File: config.mk
export PLATFORM = sky130hd
export DESIGN_NAME = uart_envio_resposta
export DESIGN_NICKNAME = d
export VERILOG_FILES = /design/src/rtl/uart_envio_resposta_pkg.sv /design/src/rtl/uart_envio_resposta_baud_tick.sv /design/src/rtl/uart_envio_resposta.sv
export SDC_FILE = /design/constraint.sdc
export NUM_CORES = 1
export LEC_CHECK = 0
export ABC_AREA = 1
export CAP_MARGIN = 5
export CORE_MARGIN = 2
export CORE_UTILIZATION = 51
export DETAILED_ROUTE_END_ITERATION = 8
export PLACE_DENSITY = 0.79
export SYNTH_ARGS = -nofsm -noshare
export SYNTH_HDL_FRONTEND = slang
export SYNTH_HIERARCHICAL = 1
export SYNTH_SLANG_ARGS = --single-unit
File: constraint.sdc
create_clock -name clock -period 1.87 [get_ports clock]
set_input_delay 0.374 -clock clock [delete_from_list [all_inputs] [get_ports clock]]
set_output_delay 0.374 -clock clock [all_outputs]
set_load 0.02 [all_outputs]
File: src/rtl/uart_envio_resposta_pkg.sv
// uart_envio_resposta_pkg: shared FSM states, frame constants and response codes
package uart_envio_resposta_pkg;
  localparam int BYTE_W = 8;
  localparam int BITS_PER_FRAME_8N1 = 10;
  typedef enum logic [2:0] {IDLE, START, DATA, PARITY, STOP, GAP} state_t;
  localparam logic [BYTE_W-1:0] RSP_07 = 8'h07;
  localparam logic [BYTE_W-1:0] RSP_08 = 8'h08;
  localparam logic [BYTE_W-1:0] RSP_09 = 8'h09;
  localparam logic [BYTE_W-1:0] RSP_1F = 8'h1F;
  localparam logic [BYTE_W-1:0] RSP_45 = 8'h45;
  localparam logic [BYTE_W-1:0] RSP_AA = 8'hAA;
  localparam logic [BYTE_W-1:0] RSP_FF = 8'hFF;
endpackage

File: src/rtl/uart_envio_resposta_baud_tick.sv
// uart_baud_tick: CLKS_PER_BIT down-counter, tick marks the last cycle of each bit
module uart_baud_tick #(
  parameter int CLKS_PER_BIT = 5208
) (
  input  logic clock,
  input  logic reset,
  input  logic restart,
  output logic tick
);
  localparam int W = $clog2(CLKS_PER_BIT);
  localparam logic [W-1:0] RELOAD = W'(CLKS_PER_BIT - 1);
  logic [W-1:0] cnt;
  assign tick = cnt == '0;
  // reload on restart or at every bit boundary so bit lengths never drift
  always_ff @(posedge clock or negedge reset)
    if (!reset) cnt <= '0;
    else cnt <= (restart || tick) ? RELOAD : cnt - 1'b1;
endmodule

File: src/rtl/uart_envio_resposta.sv
// uart_envio_resposta: sends a command/value byte pair as two UART frames; define UART_TX_PARITY_EN for 8E1
module uart_envio_resposta
  import uart_envio_resposta_pkg::*;
#(
  parameter int CLKS_PER_BIT = 5208,
  parameter int GAP_BITS = 1
) (
  input  logic              clock,
  input  logic              reset,
  input  logic              dadosPodemSerEnviados,
  input  logic [BYTE_W-1:0] response_command,
  input  logic [BYTE_W-1:0] response_value,
  output logic              tx,
  output logic              busy,
  output logic              done,
  output logic              overrun
);
  localparam logic [3:0] GAP_LAST = 4'(GAP_BITS - 1);
  state_t state;
  logic byte_idx;
  logic [3:0] bit_idx;
  logic [BYTE_W-1:0] cmd_q, val_q, cur;
  logic tick;
  assign cur = byte_idx ? val_q : cmd_q;
  uart_baud_tick #(.CLKS_PER_BIT(CLKS_PER_BIT)) u_tick (
    .clock  (clock),
    .reset  (reset),
    .restart(state == IDLE),
    .tick   (tick)
  );
  // frame sequencer; tx is registered and set for the state being entered
  always_ff @(posedge clock or negedge reset)
    if (!reset) begin
      state <= IDLE;
      byte_idx <= 1'b0;
      bit_idx <= '0;
      cmd_q <= '0;
      val_q <= '0;
      tx <= 1'b1;
      busy <= 1'b0;
      done <= 1'b0;
      overrun <= 1'b0;
    end else begin
      done <= 1'b0;
      if (dadosPodemSerEnviados && (busy || done)) overrun <= 1'b1;
      case (state)
        IDLE: if (dadosPodemSerEnviados && !done) begin
          cmd_q <= response_command;
          val_q <= response_value;
          byte_idx <= 1'b0;
          bit_idx <= '0;
          busy <= 1'b1;
          overrun <= 1'b0;
          tx <= 1'b0;
          state <= START;
        end
        START: if (tick) begin
          bit_idx <= '0;
          tx <= cur[0];
          state <= DATA;
        end
        DATA: if (tick) begin
          if (bit_idx == 4'd7) begin
`ifdef UART_TX_PARITY_EN
            tx <= ^cur;
            state <= PARITY;
`else
            tx <= 1'b1;
            state <= STOP;
`endif
          end else begin
            bit_idx <= bit_idx + 1'b1;
            tx <= cur[bit_idx[2:0] + 3'd1];
          end
        end
        PARITY: if (tick) begin
          tx <= 1'b1;
          state <= STOP;
        end
        STOP: if (tick) begin
          if (!byte_idx) begin
            byte_idx <= 1'b1;
            tx <= 1'b0;
            state <= START;
          end else if (GAP_BITS == 0) begin
            busy <= 1'b0;
            done <= 1'b1;
            state <= IDLE;
          end else begin
            bit_idx <= '0;
            state <= GAP;
          end
        end
        GAP: if (tick) begin
          if (bit_idx == GAP_LAST) begin
            busy <= 1'b0;
            done <= 1'b1;
            state <= IDLE;
          end else bit_idx <= bit_idx + 1'b1;
        end
        default: state <= IDLE;
      endcase
    end
endmodule

# Word-level counts from Yosys, hierarchy flattened
# Cells that the tools add are included.
# totals
word_cells,92
inputBits,19
regBits,41
output_inout_bits,4
# op_classes
reduce_logical,18
order_cmp,1
mux,42
add_sub_neg,3
eq_ne,18
# op_table
cell,count
$mux W4,8
$mux W3,9
$pmux W4 S5,1
$pmux W3 S6,1
$mux W1,17
$ne A2 B2 Y1 const B,7
$logic_not A13 Y1,1
$mux W13,1
$sub A13 B1 Y13 const B,1
$ne A2 B1 Y1 const B,5
$reduce_bool A5 Y1,2
$reduce_and A9 Y1,1
$mux W8,1
$reduce_and A8 Y1,1
$reduce_and A7 Y1,1
$eq A3 B2 Y1 const B,2
$eq A3 B3 Y1 const B,2
$pmux W1 S5,1
$add A4 B1 Y4 const B,1
$eq A4 B3 Y1 const B,1
$logic_not A4 Y1,1
$lt A3 B4 Y1 const B,1
$pmux W1 S2,2
$reduce_and A4 Y1,1
10 further kinds,13

# Depth between registers and ports, before layout
# depth
word_depth,6
depth_mapped,12
mapped_depth_nobuf,12

# Hierarchy
# Netlist, hierarchy kept.
# modules_own_cells
module,seq_area_each_um2,n_inst,cells_per_inst,area_each_um2
uart_envio_resposta,701.9,1,195,1491.4
uart_baud_tick,325.3,1,92,794.5

# Least setup slack after synthesis
# OpenSTA, ideal clock, no wires.
# synth_path
path_kind,flip-flop to flip-flop
startpoint,reg u_tick.cnt[0]
endpoint,reg byte_idx
t_required_ps,1797
t_arrival_ps,1678
path_buffers,0
synth_period_minus_slack_ps,1751
path_slack_ps,119
path_stages_with_launch,13
setup_ps,73
path_cell_list,dfrtp_1 inv_1 ha_1 nand2_1 nor2_1 nand2_4 inv_1 inv_1 nand3_1 nand2_1 nor3_4 nand2_2 a21oi_2
# synth_via
elab_chain_cells,3
# synth_rtl
item,line_no,source
start: declaration,uart_envio_resposta_baud_tick.sv:12,logic [W-1:0] cnt;
start signal: assignment,uart_envio_resposta_baud_tick.sv:17,else cnt <= (restart || tick) ? RELOAD : cnt - 1'b1;
$logic_not A13 Y1,uart_envio_resposta_baud_tick.sv:13,assign tick = cnt == '0;
named net tick,uart_envio_resposta.sv:23,logic tick;
$ne A2 B1 Y1 (no source line),--,
$reduce_and A3 Y1 (no source line),--,
end signal: assignment,uart_envio_resposta.sv:35,byte_idx <= 1'b0;
end signal: assignment,uart_envio_resposta.sv:50,byte_idx <= 1'b0;
end signal: assignment,uart_envio_resposta.sv:82,byte_idx <= 1'b1;
end: declaration,uart_envio_resposta.sv:20,logic byte_idx;
# The timed path passes the listed nets, and every way through them passes these cells.
# A chain may end at the register's enable or synchronous reset.

# Worst setup path in the final report
# layout_path
startpoint,reg tx
endpoint,out tx
# layout_lines
item,line_no,source
start: declaration,uart_envio_resposta.sv:13,"output logic tx,"
start signal: assignment,uart_envio_resposta.sv:59,tx <= cur[0];
start signal: assignment,uart_envio_resposta.sv:73,tx <= cur[bit_idx[2:0] + 3'd1];
# No word-level cell between the ends.

==> results_tabular.tex <==
\begin{tabular}{lr}
\hline
Metric & Value \\
\hline
\multicolumn{2}{l}{\textbf{Status}} \\
Run status & finished clean \\
\multicolumn{2}{l}{\textbf{CTS}} \\
Clock sinks & about 40 \\
TritonCTS clock tree & done \\
Clock-pin slew on the worst setup and hold paths & around 80 ps \\
Worst skew pair latency & roughly 290 ps \\
Cts bufs inserted & 5 \\
Number of H-tree levels & 2 \\
Clock tree root buffer cell & clkbuf\_8 \\
Clk buf depth & 2 \\
Hold buffers post-CTS & 0 \\
\multicolumn{2}{l}{\textbf{STA}} \\
Pins Over Slew Limit & 0 \\
Endpoints failing setup & 0 \\
Endpoints failing hold & 0 \\
Tcrit/Tclk final & 96.7\% \\
Clock Skews & around 1.5 ps \\
Slew margin rel. & 79.9\% \\
Final worst path period need & between 1500 and 2000 ps \\
RSZ-0062 raised after global routing & true \\
Tightest Pin Transition & 299 ps \\
Achievable Freq & $\sim$550 MHz \\
Worst-case setup margin in the final layout & a little over 60 ps \\
\multicolumn{2}{l}{\textbf{Setup path}} \\
Worst path required time & 1500 ps \\
Kind of launch point of the worst setup path & flip-flop \\
Source of the worst register-to-register timing path & u\_tick/cnt[4] \\
Biggest cell delay along the critical path & around 600 ps \\
Sort of element at the end of the critical path & output pin \\
CP max stage cell & clkdlybuf4s50\_1 \\
Endpoint arrival time on the critical path & between 1000 and 1500 ps \\
Number of buffers and inverters on the critical path & 1 \\
Category of cells accounting for the largest share of critical-path delay & buffers and inverters \\
Cell-by-cell listing of the critical path & clkdlybuf4s50\_1 \\
CP max FO & 2 \\
First element of the critical path & tx \\
Setup Crit Path Kind & flip-flop to output pin \\
\multicolumn{2}{l}{\textbf{Flow run}} \\
Maximum capacitance violations & 0 \\
\multicolumn{2}{l}{\textbf{GRT}} \\
Antenna violations before repair & 0 \\
Global route overflow & 0 \\
Global-route wire length before repair & between 8000 and 9000 µm \\
Most congested layer reported by global routing & met2 \\
Met2 usage in global routing & $\sim$33\% \\
Met1 track utilization from global routing & between 20 and 30\% \\
Routing usage on met3 & 3.56\% \\
Total GRT Usage & 20.8\% \\
Maximum number of pins on one net before global-route repair & 42 \\
Number of global-route vias before repair & 1826 \\
\multicolumn{2}{l}{\textbf{Floorplanning}} \\
Initial Util & 52.9\% \\
Die height & 71.0 µm \\
DIE AREA & approximately 5000 µm² \\
Die span in x & a little over 70 µm \\
IO Count & 23 \\
Number of rows in the core area & 24 \\
Core Footprint & approximately 4300 µm² \\
\multicolumn{2}{l}{\textbf{Layout}} \\
ANT cells & 0 \\
Most frequent cells in the layout & 97 x nand2\_1, 40 x dfrtp\_1, 24 x inv\_1, 21 x nand3\_1, 21 x clkdlybuf4s50\_1 \\
Area Growth Syn to Fin & 23.2\% \\
Most common cell after layout, fill and taps aside & nand2\_1 \\
Fill cell instance count of the final layout & between 300 and 400 \\
Fraction of final layout cells sized beyond drive strength 1 & between 20\% and 30\% \\
Net count reported at finish & $\sim$350 \\
\multicolumn{2}{l}{\textbf{Place}} \\
Pre-CTS setup slack & between 1 and 1.5 ps \\
Weighted congestion at the end of routability-driven global placement & roughly 0.96 \\
Quantity of I/O buffers inserted on ports & 22 \\
HPWL after detailed placement & 3380 µm \\
\multicolumn{2}{l}{\textbf{Routing}} \\
Number of DRC violations after detailed-routing iteration 0 & 97 \\
DRC viols & 0 \\
Number of vias per cell & 5.11 \\
Final antenna-violating net count & 0 \\
Total vias in the final route & 1926 \\
Post-detailed-route wirelength per cell & 12.5 µm \\
Total Routed Length & about 4700 µm \\
First-pass iteration count of the detailed router & 4 \\
\multicolumn{2}{l}{\textbf{Power and ir drop}} \\
Static power due to leakage & around 0.0014 µW \\
Worst vdd ir & 0.618 mV \\
Post-layout total power & 4060 µW \\
Ratio of total power to cell area & about 1400 nW/µm² \\
\multicolumn{2}{l}{\textbf{Synthesis}} \\
Average cell area after synthesis & between 7 and 8 µm² \\
Flop and latch count out of synthesis & 41 \\
Number of library cell types mapped by synthesis & 30 \\
Part of the Yosys area used for sequential elements & approximately 45\% \\
Yosys warnings & 6 \\
Mapped cell area & between 2000 and 2500 µm² \\
Cells after Synth & 287 \\
Synthesized netlist net count & 310 \\
\multicolumn{2}{l}{\textbf{Min path}} \\
Classification of the worst-slack hold path & primary input to asynchronous set/reset pin \\
\hline
\end{tabular}
flip-flops by register name (all words and copies together), names as in the netlist:
| name | cells |
|---|---|
| u_tick/cnt | 13 |
| cmd_q | 8 |
| val_q | 8 |
| bit_idx | 4 |
| state | 3 |
| busy | 1 |
| byte_idx | 1 |
| done | 1 |
| overrun | 1 |
| tx | 1 |
worst register-to-register path: stages, from the launching register on:
cell and delay [ps]:
dfrtp_1 430, nor2_2 160, nand2_2 80, nor2_4 150
nand2_4 80, inv_4 70, inv_4 50, nand3_2 80
nand2_2 60, nor3_4 300, nand2_2 110, a21oi_2 150
cell families (layout without fill, tap and decap cells):
kind of cell	count (synthesis)	in the layout	synth area share (%)
AO/OA/AOI/OAI	19	19	5.15
XOR/XNOR	7	7	2.68
adder cells (fa/ha/maj)	4	4	2.19
buffers and inverters	36	74	6.29
flip-flops	41	41	44.9
AND/OR/NAND/NOR	180	180	38.8
cell usage after synthesis:
master	instances	area (µm²)
a21oi_1	4	20.0
a21oi_2	2	17.5
a311oi_1	1	8.76
buf_2	3	15.0
dfrtp_1	40	1000
dfstp_2	1	26.3
ha_1	4	50.1
inv_1	26	97.6
inv_2	6	22.5
inv_6	1	8.76
nand2_1	100	375
nand2_2	8	50.1
nand2_4	3	33.8
nand2_8	1	20.0
nand3_1	22	110
nand3_2	7	70.1
nand4_1	3	18.8
nand4_2	1	12.5
nor2_1	21	78.8
nor2_2	6	37.5
nor2_4	4	45.0
nor2b_1	1	6.26
nor3_1	1	5.00
nor3_4	1	16.3
o21ai_0	5	25.0
o21ai_1	6	30.0
o21ai_4	1	16.3
or2_1	1	6.26
xnor2_1	2	17.5
xor2_1	5	43.8
through the flow:
step           std cells  hold WS (ps)  setup TNS, ps  cell area (µm²)  utilization, %
5_1_grt              377          48.5           -134             2820            65.1
6_report             377          34.5              0             2820            65.1
3_5_place_dp         364           359              0             2620            60.6
2_1_floorplan        287          78.4              0             2290               -
4_1_cts              372          43.4              0             2750            63.5
3_3_place_gp         364           359              0             2620            60.6
cell type report:
| cell class | instances | area, µm² | area share (%) |
|---|---|---|---|
| Timing Repair Buffer | 33 | 327 | 11.6 |
| Clock inverter | 1 | 30.0 | 1.07 |
| Sequential cell | 41 | 1030 | 36.5 |
| Tap cell | 52 | 65.1 | 2.31 |
| Clock buffer | 7 | 86.3 | 3.07 |
| Multi-Input combinational cell | 210 | 1150 | 40.7 |
| Inverter | 33 | 134 | 4.75 |
power by group:
| part | switching, µW | internal [µW] | total [µW] |
|---|---|---|---|
| combinational | 1150 | 718 | 1870 |
| clock | 300 | 435 | 735 |
| sequential | 265 | 1200 | 1460 |
worst paths after layout:
path,end,slack (ps),cells after the start
max in group asynchronous,tx,1570,2
worst max register to register,byte_idx,90,11
worst min-delay path,u_tick/cnt[5],30,2
worst max-delay path,tx,60,1
worst min register to register,cmd_q[2],480,2
min in group clock,cmd_q[2],480,2
metal layers:
metal,part of all wire (%),wire length (µm)
met5,0,0
met4,2.6,125
met3,3.3,154
met2,48,2290
met1,46,2160
timing repair:
item	CTS	global route
pin swaps	0	9
buffers inserted	0	5
setup endpoints to repair	2	8
resized for setup	1	12
No activity file was read; power rests on OpenSTA's default activity.
